**src/rtl/rhs_pkg.sv**
```systemverilog
// Shared definitions for the rhs_256 host-link framing path.
//   - frame packer state encoding
//   - default sync word and scan geometry (chips x channels per scan)
package rhs_pkg;

    localparam int          CHANNELS_PER_CHIP = 16;
    localparam int          CHIP_COUNT        = 16;
    localparam int          SAMPLES_DEF       = CHANNELS_PER_CHIP * CHIP_COUNT;
    localparam logic [15:0] SYNC_WORD_DEF     = 16'hA5C3;
    localparam int          STATE_W           = 3;

    typedef enum logic [STATE_W-1:0] {
        ST_IDLE    = 3'd0,
        ST_HUNT    = 3'd1,
        ST_HDR     = 3'd2,
        ST_CNT_HI  = 3'd3,
        ST_CNT_LO  = 3'd4,
        ST_PAYLOAD = 3'd5,
        ST_CSUM    = 3'd6
    } state_t;

endpackage

```
**src/rtl/rhs_sat_counter.sv**
```systemverilog
// Saturating event counter.
// Ports:
//   clk, rst   clock, asynchronous active-high reset
//   i_inc      count one event this cycle
//   o_count    current count; holds at all-ones once reached
module rhs_sat_counter #(
    parameter int W = 16
) (
    input  logic         clk,
    input  logic         rst,
    input  logic         i_inc,
    output logic [W-1:0] o_count
);

    logic [W-1:0] r_count;

    // Only written on a counted event so the value is otherwise held.
    always_ff @(posedge clk or posedge rst) begin
        if (rst)
            r_count <= '0;
        else if (i_inc && (r_count != {W{1'b1}}))
            r_count <= r_count + 1'b1;
    end

    assign o_count = r_count;

endmodule

```
**src/rtl/rhs_frame_packer.sv**
```systemverilog
// Wraps the rhs_256 sample stream into host-link frames:
//   SYNC_WORD, frame_count[31:16], frame_count[15:0],
//   SAMPLES_PER_FRAME payload words, 16-bit XOR checksum (out_last).
// Frames start only on an in_sof sample; samples before one are dropped.
// Ports:
//   clk, rst                      clock, asynchronous active-high reset
//   enable                        1 = produce frames, 0 = stop after current frame
//   in_data/in_sof/in_valid/in_ready   sample stream (valid/ready)
//   out_data/out_valid/out_ready/out_last  frame stream (valid/ready)
//   frame_count                   frames completed since reset (wraps)
//   drop_count                    samples dropped while hunting (saturates)
//   sync_error_count              in_sof seen inside a payload (saturates)
//   busy                          not idle
module rhs_frame_packer
    import rhs_pkg::*;
#(
    parameter int          SAMPLES_PER_FRAME = SAMPLES_DEF,
    parameter logic [15:0] SYNC_WORD         = SYNC_WORD_DEF,
    parameter int          CNT_W             = 13
) (
    input  logic        clk,
    input  logic        rst,
    input  logic        enable,
    input  logic [15:0] in_data,
    input  logic        in_sof,
    input  logic        in_valid,
    output logic        in_ready,
    output logic [15:0] out_data,
    output logic        out_valid,
    input  logic        out_ready,
    output logic        out_last,
    output logic [31:0] frame_count,
    output logic [15:0] drop_count,
    output logic [15:0] sync_error_count,
    output logic        busy
);

    state_t             r_state, w_next;
    logic [CNT_W-1:0]   r_pcnt;
    logic [15:0]        r_csum;
    logic [31:0]        r_frame_count;

    logic w_in_hs, w_pay_last, w_drop_inc, w_serr_inc, w_sof_hit;

    assign w_in_hs    = in_valid && in_ready;
    assign w_sof_hit  = in_valid && in_sof;
    assign w_pay_last = (r_pcnt == CNT_W'(SAMPLES_PER_FRAME - 1));
    assign w_drop_inc = (r_state == ST_HUNT) && in_valid && !in_sof;
    assign w_serr_inc = (r_state == ST_PAYLOAD) && w_in_hs && in_sof && (r_pcnt != '0);

    always_ff @(posedge clk or posedge rst) begin
        if (rst) r_state <= ST_IDLE;
        else     r_state <= w_next;
    end

    // Header/checksum words come from registers, so out_data is stable
    // during a stall; payload is a straight pass-through with no bubble.
    always_comb begin
        w_next    = r_state;
        in_ready  = 1'b0;
        out_valid = 1'b0;
        out_last  = 1'b0;
        out_data  = 16'h0000;
        case (r_state)
            ST_IDLE: begin
                if (enable) w_next = ST_HUNT;
            end
            ST_HUNT: begin
                // The sof sample is left in place to become payload word 0.
                in_ready = !w_sof_hit;
                if (!enable)        w_next = ST_IDLE;
                else if (w_sof_hit) w_next = ST_HDR;
            end
            ST_HDR: begin
                out_valid = 1'b1;
                out_data  = SYNC_WORD;
                if (out_ready) w_next = ST_CNT_HI;
            end
            ST_CNT_HI: begin
                out_valid = 1'b1;
                out_data  = r_frame_count[31:16];
                if (out_ready) w_next = ST_CNT_LO;
            end
            ST_CNT_LO: begin
                out_valid = 1'b1;
                out_data  = r_frame_count[15:0];
                if (out_ready) w_next = ST_PAYLOAD;
            end
            ST_PAYLOAD: begin
                out_data  = in_data;
                out_valid = in_valid;
                in_ready  = out_ready;
                if (in_valid && out_ready && w_pay_last) w_next = ST_CSUM;
            end
            ST_CSUM: begin
                out_valid = 1'b1;
                out_last  = 1'b1;
                out_data  = r_csum;
                if (out_ready) begin
                    if (!enable)        w_next = ST_IDLE;
                    else if (w_sof_hit) w_next = ST_HDR;
                    else                w_next = ST_HUNT;
                end
            end
            default: w_next = ST_IDLE;
        endcase
    end

    // Checksum and payload index restart at every frame boundary.
    always_ff @(posedge clk or posedge rst) begin
        if (rst) begin
            r_pcnt <= '0;
            r_csum <= 16'h0000;
        end else if ((r_state == ST_HUNT) && w_sof_hit) begin
            r_pcnt <= '0;
            r_csum <= 16'h0000;
        end else if ((r_state == ST_CSUM) && out_ready) begin
            r_pcnt <= '0;
            r_csum <= 16'h0000;
        end else if ((r_state == ST_PAYLOAD) && w_in_hs) begin
            r_pcnt <= w_pay_last ? '0 : r_pcnt + 1'b1;
            r_csum <= r_csum ^ in_data;
        end
    end

    always_ff @(posedge clk or posedge rst) begin
        if (rst)
            r_frame_count <= 32'h0;
        else if ((r_state == ST_CSUM) && out_ready)
            r_frame_count <= r_frame_count + 32'h1;
    end

    rhs_sat_counter #(.W(16)) u_drop_cnt (
        .clk     (clk),
        .rst     (rst),
        .i_inc   (w_drop_inc),
        .o_count (drop_count)
    );

    rhs_sat_counter #(.W(16)) u_serr_cnt (
        .clk     (clk),
        .rst     (rst),
        .i_inc   (w_serr_inc),
        .o_count (sync_error_count)
    );

    assign frame_count = r_frame_count;
    assign busy        = (r_state != ST_IDLE);

endmodule

```
**config.mk**
```make
export PLATFORM = sky130hd
export DESIGN_NAME = rhs_frame_packer
export DESIGN_NICKNAME = d
export VERILOG_FILES = /design/src/rtl/rhs_pkg.sv /design/src/rtl/rhs_sat_counter.sv /design/src/rtl/rhs_frame_packer.sv
export SDC_FILE = /design/constraint.sdc
export NUM_CORES = 1
export LEC_CHECK = 0
export ABC_AREA = 1
export BUFFER_PORTS_ARGS = -buffer_cell sky130_fd_sc_hd__buf_2
export CELL_PAD_IN_SITES_DETAIL_PLACEMENT = 1
export CELL_PAD_IN_SITES_GLOBAL_PLACEMENT = 2
export CORE_ASPECT_RATIO = 2
export CORE_MARGIN = 4
export CORE_UTILIZATION = 35
export CTS_CLUSTER_DIAMETER = 40
export DETAILED_ROUTE_END_ITERATION = 16
export PLACE_DENSITY = 0.92
export SLEW_MARGIN = 20
export SYNTH_ARGS = -nofsm -noshare
export SYNTH_HDL_FRONTEND = slang
export SYNTH_HIERARCHICAL = 1
export SYNTH_SLANG_ARGS = --single-unit
```
**constraint.sdc**
```tcl
create_clock -name clk -period 6.1 [get_ports clk]
set_clock_uncertainty 0.2 [all_clocks]
set_input_delay 1.83 -clock clk [delete_from_list [all_inputs] [get_ports clk]]
set_output_delay 1.83 -clock clk [all_outputs]
set_load 0.1 [all_outputs]
```
==> reports/results.txt, run 1 <==
The flow ran to the end, and the final reports show no timing, DRC or antenna violations. The tools report the worst setup slack for register-to-register paths as 3.02 ns. The final period utilization is 0.809. After the last flow step, the layout net total stands at 1013.

Dividing the detail-routed wire length by the instance count gives 17.6 µm. The critical path start-end classification is reg -> out. Combinational fraction of design power: 0.491.

The run gives 0.000303 V as the maximum ir drop on the vdd rail. Startpoint of the worst-slack reg-to-reg timing path: r_state[2]. Max-capacitance violation count: 0.

The biggest area contributor in the post-synthesis netlist is sky130_fd_sc_hd__dfrtp_1. The endpoint kind of the worst setup timing path is a primary output. Counting along the longest clock path gives a buffer depth of 2. The number of buffers inserted by port buffering is 105. Sorting the synthesized cells by area gives the leading types as sky130_fd_sc_hd__dfrtp_1 (37%), sky130_fd_sc_hd__nand2_1 (17%), sky130_fd_sc_hd__inv_1 (5.8%).

The average size of a mapped cell is 7.32 µm². The horizontal die dimension came out at 104 µm. Across all hold checks on the routed design, the worst slack comes to 0.334 ns. For this run, design rule violations remaining after detail routing come to 0.

The logs give 0.372 for the share of the yosys chip area belonging to registers and 2400 µm² for the sequential standard cell area. The number of setup buffers added after CTS is 0. For the worst endpoint required time, the log shows 4.07 ns. The synthesized netlist occupies a cell area of 6460 µm². The cell chosen for the clock root is sky130_fd_sc_hd__clkbuf_16. In this run, the number of DRC markers left after iteration 0 of detailed routing was 141. The run gives 0.411 as the share of the core filled with cells in the final layout. Among all flip-flop cells after synthesis, the most frequent one is sky130_fd_sc_hd__dfrtp_1. Most frequent cell after synthesis: sky130_fd_sc_hd__nand2_1. The maximum number of pins on one net before global-route repair was 49. Proportion of layout cells with a drive suffix above 1: 0.221. The number of primary I/O pins was 106; the worst reg2reg path depth was 8.

For this design the total switching power over the nets is 1.74 mW. The tools report the fmax as 203 MHz. Summed over all layers, the routed wires come to 21.2 mm. In this run the vertical extent of the chip is 200 µm.

In this run, post-CTS repair resized a total of 0 instances. After technology mapping, the gate count stands at 883. The net switching fraction of the power is 0.538, and the area of the die is 20800 µm². Before CTS, the worst setup slack after placement is 1.26 ns.

Clock-pin slew was measured on the worst setup and hold paths at 0.07 ns. The run gives 6269 as the count of vias placed by the detailed router. Setup repair after global routing left no endpoint under its margin.

Summing all multi-input logic gate instances after layout gives 3500 µm². The run gives 0 as the count of antenna-violating nets left after detailed routing. The run gives 0.219 as the clock network fraction of total power. Summing internal, switching and leakage power gives 3.23 mW. Clock tree synthesis found a total of 96 sinks. The setup violation total in the final timing report is 0. At the worst endpoint, the arrival time is 2.91 ns. The first global-routing pass estimated 34.8 mm of wire.

In this run, distinct cell masters in the synthesized netlist total 39. The later pin in the worst-skew pair is clocked with a latency of 0.36 ns. The count of warnings emitted by yosys is 6, and the measured slew at the worst slew-check pin is 0.710 ns. The power share of the sequential group is 0.290, and the top cell type's share of synthesized area is 0.372. After floorplanning, the core was sized to cover 18200 µm².

In this run the worst path has a maximum fanout of 14. At the end of routability-driven placement, the weighted congestion stood at 0.862. The number of optimization iterations in the first detailed-route pass came out at 4.

Dividing the detail-routed via count by the number of cells gives 5.19. The total of hold buffers inserted after clock tree synthesis came out at 0. Once placement finished, the instance area stood at 7120 µm². The run gives 0 as the max-slew violation total from the final report. The worst hold path terminates at frame_count[30]. For the tightest slew margin relative to the limit, the log shows 0.526. The row count was 70.

The global-route usage over all layers was 0.209. The commonest cells after synthesis are sky130_fd_sc_hd__nand2_1 (285), sky130_fd_sc_hd__inv_1 (100), sky130_fd_sc_hd__dfrtp_1 (96). The worst hold path passes through 2 cells.

The initial standard-cell utilization of the core came out at 0.355. The number of synthesized flops with an enable pin is 0. Number of global-route vias before repair: 6672. Type of the most critical hold path: reg -> reg. The worst setup path is launched from a flip-flop. When the netlist entered floorplanning its net count stood at 910. For the cell-internal power, the log shows 1.49 mW. The worst path meets setup with 1.16 ns of slack.

The HPWL after detailed placement is 17.0 mm. CTS built an H-tree with a depth of 3. For this design the static power due to leakage is 3.73 nW. For this design the ratio of total power to cell area is 431 nW/µm². The total global routing overflow is 0, and the minimum clock period after layout is 4.94 ns. After routing, the total negative slack on setup checks comes to 0 ns.

The post-synthesis register bit count was 96. TritonCTS built the clock tree. TritonCTS created 9 clock buffers. The synthesis-to-finish area growth works out to 15.8%. The share of flip-flops with an asynchronous set or reset was 1.00.

After routing the design area is 7490 µm². The tools report the endpoint of the most critical register-to-register path as u_serr_cnt/o_count[7]. In this run, placement finished with an instance count of 1191. In this run the most critical hold path is launched from frame_count[30]. The logs give 2 for the initial antenna violation count and 2358 for the total of fill cells in the finished design. The final cell count without fillers was 1208; the final number of hold-violating endpoints was 0.
## flip-flops by register name, indices dropped and copies added (netlist names)
signal and flops:
r_state 3, r_pcnt 13, frame_count 32, u_drop_cnt/o_count 16, u_serr_cnt/o_count 16, r_csum 16
## worst max-delay path, cell delays in order (launching register included)
cell                        delay, ns
sky130_fd_sc_hd__dfrtp_1         0.54
sky130_fd_sc_hd__inv_1           0.41
sky130_fd_sc_hd__nand3_1         0.44
sky130_fd_sc_hd__inv_2           0.41
sky130_fd_sc_hd__nand2_1         0.08
sky130_fd_sc_hd__o2111ai_1       0.16
sky130_fd_sc_hd__buf_2           0.49
## cell families (layout without fill, tap and decap cells)
logic type,after synthesis,after routing,synth area share
compound gates,82,82,0.0912
xor+xnor,29,29,0.0393
fa+ha+maj,5,5,0.00968
buf+inv,126,233,0.0873
flops,96,96,0.372
other cells,0,2,0
simple gates,545,545,0.401
## layer usage
metal | global-route usage | routed length, µm | up-vias
met5 | 0 | 0 | -
met4 | 0.0908 | 726 | 0
met3 | 0.0316 | 621 | 39
met2 | 0.414 | 12200 | 102
met1 | 0.211 | 7630 | 3102
li1 | - | - | 3026
## layout make-up
class,count,area share
sequential,96,0.321
timing repair buffer,106,0.0712
clock buffer,9,0.0301
tap,216,0.0361
inverter,112,0.0563
clock inverter,6,0.0177
antenna,2,0.000669
multi-input combinational,661,0.467
## worst max path at each step
stage                     from           end  depth (start not counted)  slack [ns]
floorplan             in_valid     out_valid                          2        0.07
global placement    in_data[3]   out_data[3]                          6        1.25
detailed placement  in_data[2]   out_data[2]                          6        1.26
CTS                 r_state[0]   out_data[4]                          6        1.11
global route        r_state[0]  out_data[15]                          6        0.98
finish              r_state[0]   out_data[4]                          6        1.16
## placed cells by master, fill, tap and decap left out, types with 2 or more instances in the layout
cell	count
sky130_fd_sc_hd__a21oi_1	9
sky130_fd_sc_hd__buf_2	105
sky130_fd_sc_hd__bufinv_16	4
sky130_fd_sc_hd__clkbuf_16	9
sky130_fd_sc_hd__clkinv_1	2
sky130_fd_sc_hd__clkinv_2	2
sky130_fd_sc_hd__dfrtp_1	96
sky130_fd_sc_hd__diode_2	2
sky130_fd_sc_hd__ha_1	5
sky130_fd_sc_hd__inv_1	99
sky130_fd_sc_hd__inv_2	10
sky130_fd_sc_hd__nand2_1	285
sky130_fd_sc_hd__nand2_2	21
sky130_fd_sc_hd__nand2_4	5
sky130_fd_sc_hd__nand3_1	66
sky130_fd_sc_hd__nand3_2	2
sky130_fd_sc_hd__nand3_4	2
sky130_fd_sc_hd__nand3b_1	6
sky130_fd_sc_hd__nand4_1	27
sky130_fd_sc_hd__nor2_1	87
sky130_fd_sc_hd__nor2_2	11
sky130_fd_sc_hd__nor2_4	17
sky130_fd_sc_hd__nor2_8	2
sky130_fd_sc_hd__nor3_1	11
sky130_fd_sc_hd__o2111ai_1	12
sky130_fd_sc_hd__o21ai_0	18
sky130_fd_sc_hd__o21ai_1	8
sky130_fd_sc_hd__o21ai_2	19
sky130_fd_sc_hd__o21bai_1	2
sky130_fd_sc_hd__o21bai_2	4
sky130_fd_sc_hd__o221ai_1	4
sky130_fd_sc_hd__o22ai_1	4
sky130_fd_sc_hd__xnor2_1	9
sky130_fd_sc_hd__xor2_1	20
## power by group through the flow
stage          registers [mW]  clock network (mW)  logic (mW)
2_1_floorplan            1.30                   0       0.960
3_3_place_gp            0.946                   0        1.57
3_5_place_dp            0.950                   0        1.60
4_1_cts                 0.938               0.720        1.60
5_1_grt                 0.961               0.751        1.68
6_report                0.935               0.705        1.59
No activity file was read; power rests on OpenSTA's default activity.
==> run 2: changes to the inputs <==
- ABC_AREA: 1 -> 0
- CORE_UTILIZATION: 35 -> 34
- PLACE_DENSITY: 0.92 -> 0.85
- clock period: 6.1 -> 4.67 ns (I/O delays scaled with it)
==> run 2 against run 1 <==
  * Via count is 30% lower
  * Highest routed layer unchanged
  * Global-route usage is 1.7 points lower
  * Wire length is 24% lower
  * Synthesized area is 19% lower
  * First-iteration DRC count is 9.2% lower
  * Register-to-register slack worse by 1.7 ns
  * Total power hardly changed
==> reports/results.txt, run 2 <==
The run finished with clean final reports. For the worst setup path, the data required time is 3.07 ns. The library cell used most frequently in the layout, excluding fill and tap cells, is sky130_fd_sc_hd__buf_2. After synthesis, the largest family of logic cells by area is simple AND/OR/NAND/NOR gates.

The number of buffers inserted by port buffering was 105; the number of primary I/O pins was 106. The number of synthesized flops with an enable pin is 0, and the share of the synthesized area in compound gates (AO/OA/AOI/OAI) is 0.0864. Critical path start-end classification: reg -> out. The run gives 0 as the setup violation total in the final timing report. Startpoint of the worst-slack reg-to-reg timing path: r_state[0].

The total of hold buffers inserted after clock tree synthesis came out at 0. The tools report the cell count after synthesis as 528. Hold path startpoint: frame_count[31]. STA classifies the critical path endpoint as a primary output. The clock passes through at most 2 buffers. The final number of hold-violating endpoints came out at 0. Type of the most critical hold path: reg -> reg. The tool flagged a number of max-cap violations equal to 0.

Counting every sink on the clock net gives 96. The HPWL after detailed placement is 12.6 mm. The average detailed-routed wire length per instance works out to 19.2 µm.

The die is 184 µm tall. The terminating pin of the worst hold path is frame_count[31]. The proportion of layout cells with a drive suffix above 1 came out at 0.254.

The number of stages on the worst hold path is 1, and the clock latency on the worst-skew pair is 0.35 ns. The routed layout has 4410 vias. The simple-gate portion of the synthesized area came out at 0.253.

STA classifies the critical path startpoint as a flip-flop. TritonCTS built the clock tree. Dividing total power by cell area gives a power density of 502 nW/µm². The area of the core is 15200 µm², and the flip-flop count of the largest register, all copies and words added is 32. Ranked by instance count, the synthesized netlist is headed by sky130_fd_sc_hd__dfrtp_1 (96), sky130_fd_sc_hd__nand2_1 (64), sky130_fd_sc_hd__xnor2_1 (48). The first global-routing pass estimated 25.9 mm of wire.

The top cell type's share of synthesized area is 0.458. In the final design database the tool counted 665 nets. The tools report the number of global-route vias before repair as 4796.

Area of the die: 17600 µm². The post-route standard cell area excluding fillers was 6430 µm². The critical path goes through clkinv_1 > buf_4 > and3_1 > a22oi_1 > nand2_1 > buf_12. The root buffer cell chosen for the clock tree is sky130_fd_sc_hd__clkbuf_16. The share of the core filled with cells in the final layout is 0.422, and the horizontal die dimension is 95.8 µm. The run gives 0 as the count of unresolved DRC violations after routing. Derived from the worst setup path, the maximum achievable clock frequency is 243 MHz. Averaged over all synthesized cells, the footprint is 9.92 µm². For this run, the number of Yosys warnings is 6. Synthesis produced a netlist with a net count of 555. The post-cts repair resize count is 0.

For the post-CTS setup-driven buffer insertion count, the log shows 0. The adder and majority cell fraction of the synthesized area came out at 0.0119. Sorting the synthesized cells by area gives the leading types as sky130_fd_sc_hd__dfrtp_1 (46%), sky130_fd_sc_hd__xnor2_1 (8.0%), sky130_fd_sc_hd__xor2_1 (5.3%). In the routed layout, each cell is associated on average with a via count of 5.25. The number of buffers created by CTS was 9. The worst hold slack across all endpoints was 0.318 ns. In the layout the commonest cells are sky130_fd_sc_hd__buf_2 (97), sky130_fd_sc_hd__dfrtp_1 (96), sky130_fd_sc_hd__nand2_1 (64). The share of the yosys chip area belonging to registers is 0.458. Number of placed cells counting well taps: 825. sky130_fd_sc_hd__dfrtp_1 is the most common cell in the netlist. For the number of optimization iterations in the first detailed-route pass, the log shows 4. The final period utilization is 0.880. The endpoint identified for the worst register-to-register timing path is u_serr_cnt/o_count[14]. Wires add up to 16.1 mm. The initial standard-cell utilization of the core is 0.344, and the count of antenna-violating nets left after detailed routing is 0. For the tightest slew margin relative to the limit, the log shows 0.401. For the pin with the worst max-slew slack, the measured transition is 0.899 ns. The max-slew violation total from the final report is 0. Most used flip-flop cell after synthesis: sky130_fd_sc_hd__dfrtp_1. Clock-pin slew was measured on the worst setup and hold paths at 0.07 ns. Setup repair after global routing left no endpoint under its margin. The run gives 53 as the count of unique library cells instantiated by Yosys. For the global-route usage over all layers, the log shows 0.192. Endpoint arrival time on the critical path: 2.51 ns. The post-synthesis register bit count came out at 96. For the post-route setup TNS, the log shows 0 ns. Compared with the post-synthesis result, the final layout area differs by 22.6%.

The share of flip-flops with an asynchronous set or reset is 1.00, and the placed standard-cell area is 6150 µm². Together, buffers and inverters on the worst path number 3. The proportion of synthesized area in mux cells is 0.0318. The worst reg2reg path depth came out at 9. The number of design-rule violations left by the first detailed-router iteration was 128. The critical path's slowest cell is sky130_fd_sc_hd__dfrtp_1. The netlist area before placement was 5240 µm²; the row count was 64. The number of antenna diodes in the final layout is 0. Maximum fanout count along the critical path: 11. Across the VDD grid, the largest voltage drop is 0.000457 V. The run gives 0 as the initial antenna violation count. Top cell type by total area after synthesis: sky130_fd_sc_hd__dfrtp_1.

Setup slack on the worst reg-to-reg path comes out at 1.34 ns. For the H-tree level count, the log shows 3. The minimum clock period after layout works out to 4.11 ns. Summed over all layers, the global routing overflow is 0.

The kind of cell adding the most delay to the critical path is buffers and inverters. The leakage power was 3.20 nW; the maximum number of pins on one net before global-route repair was 35. Xor/xnor cell area share of the yosys netlist: 0.134. Routability-driven placement finished with a final weighted congestion of 0.832. The largest single stage delay on the critical path is 0.63 ns. The run gives 840 as the final cell count without fillers.
[run 2: cell types whose count changed in the layout (fill, tap and decap cells not counted), moves of 17 or more]
cell and delta:
sky130_fd_sc_hd__nand3_1 -42, sky130_fd_sc_hd__inv_1 -88, sky130_fd_sc_hd__nor2_4 -17, sky130_fd_sc_hd__and3_1 +21, sky130_fd_sc_hd__nand2_2 -19, sky130_fd_sc_hd__nand2_1 -221
sky130_fd_sc_hd__o21ai_2 -19, sky130_fd_sc_hd__nor2_1 -41, sky130_fd_sc_hd__xnor2_1 +39
[run 2: worst reg2reg max path: cells and delay by family (launching register included)]
family | cells | cell delay, ns
muxes | 1 | 0.35
and+or+nand+nor | 5 | 0.97
DFF | 1 | 0.63
buffers and inverters | 2 | 0.63
AOI/OAI and AO/OA | 1 | 0.44
[run 2: metal layers]
metal	part of all wire	GRT usage	vias to the layer above
met1	0.37	0.206	2237
li1	-	-	2068
met2	0.58	0.370	90
met5	0	0	-
met4	0.020	0.0587	0
met3	0.029	0.0287	15
[run 2: cells by family (layout without fill, tap and decap cells)]
family / after synthesis / in the layout
muxes: 16 / 16
DFF: 96 / 96
AOI/OAI and AO/OA: 71 / 71
adders and majority gates: 5 / 5
xor gates and xnor gates: 80 / 80
buffers and inverters: 31 / 145
and+or+nand+nor: 229 / 229
[run 2: report_power, final]
group	internal, mW	total (mW)	switching [mW]
clock	0.378	0.714	0.335
combinational	0.338	1.43	1.10
sequential	0.937	1.08	0.140
[run 2: worst max path at each step]
stage	to	cells past startpoint	start
global placement	in_ready	4	out_ready
detailed placement	in_ready	4	out_ready
finish	out_data[4]	6	r_state[0]
global route	out_data[11]	6	r_state[0]
floorplan	out_data[8]	2	in_data[8]
CTS	out_data[4]	6	r_state[0]
[run 2: area by class of cell]
| type | instances | area [µm²] |
|---|---|---|
| Sequential cell | 96 | 2400 |
| Clock inverter | 5 | 38.8 |
| Fill cell | 1793 | 8790 |
| Clock buffer | 10 | 239 |
| Tap cell | 198 | 248 |
| Multi-Input combinational cell | 401 | 2720 |
| Timing Repair Buffer | 116 | 728 |
| Inverter | 14 | 52.6 |
[run 2: metrics by stage]
step                      setup slack [ns]  power (mW)
final                                0.563        3.22
after global routing                 0.374        3.38
after CTS                            0.514        3.26
after detailed placement             0.640        2.53
after global placement               0.649        2.50
after floorplan                      0.129        2.18
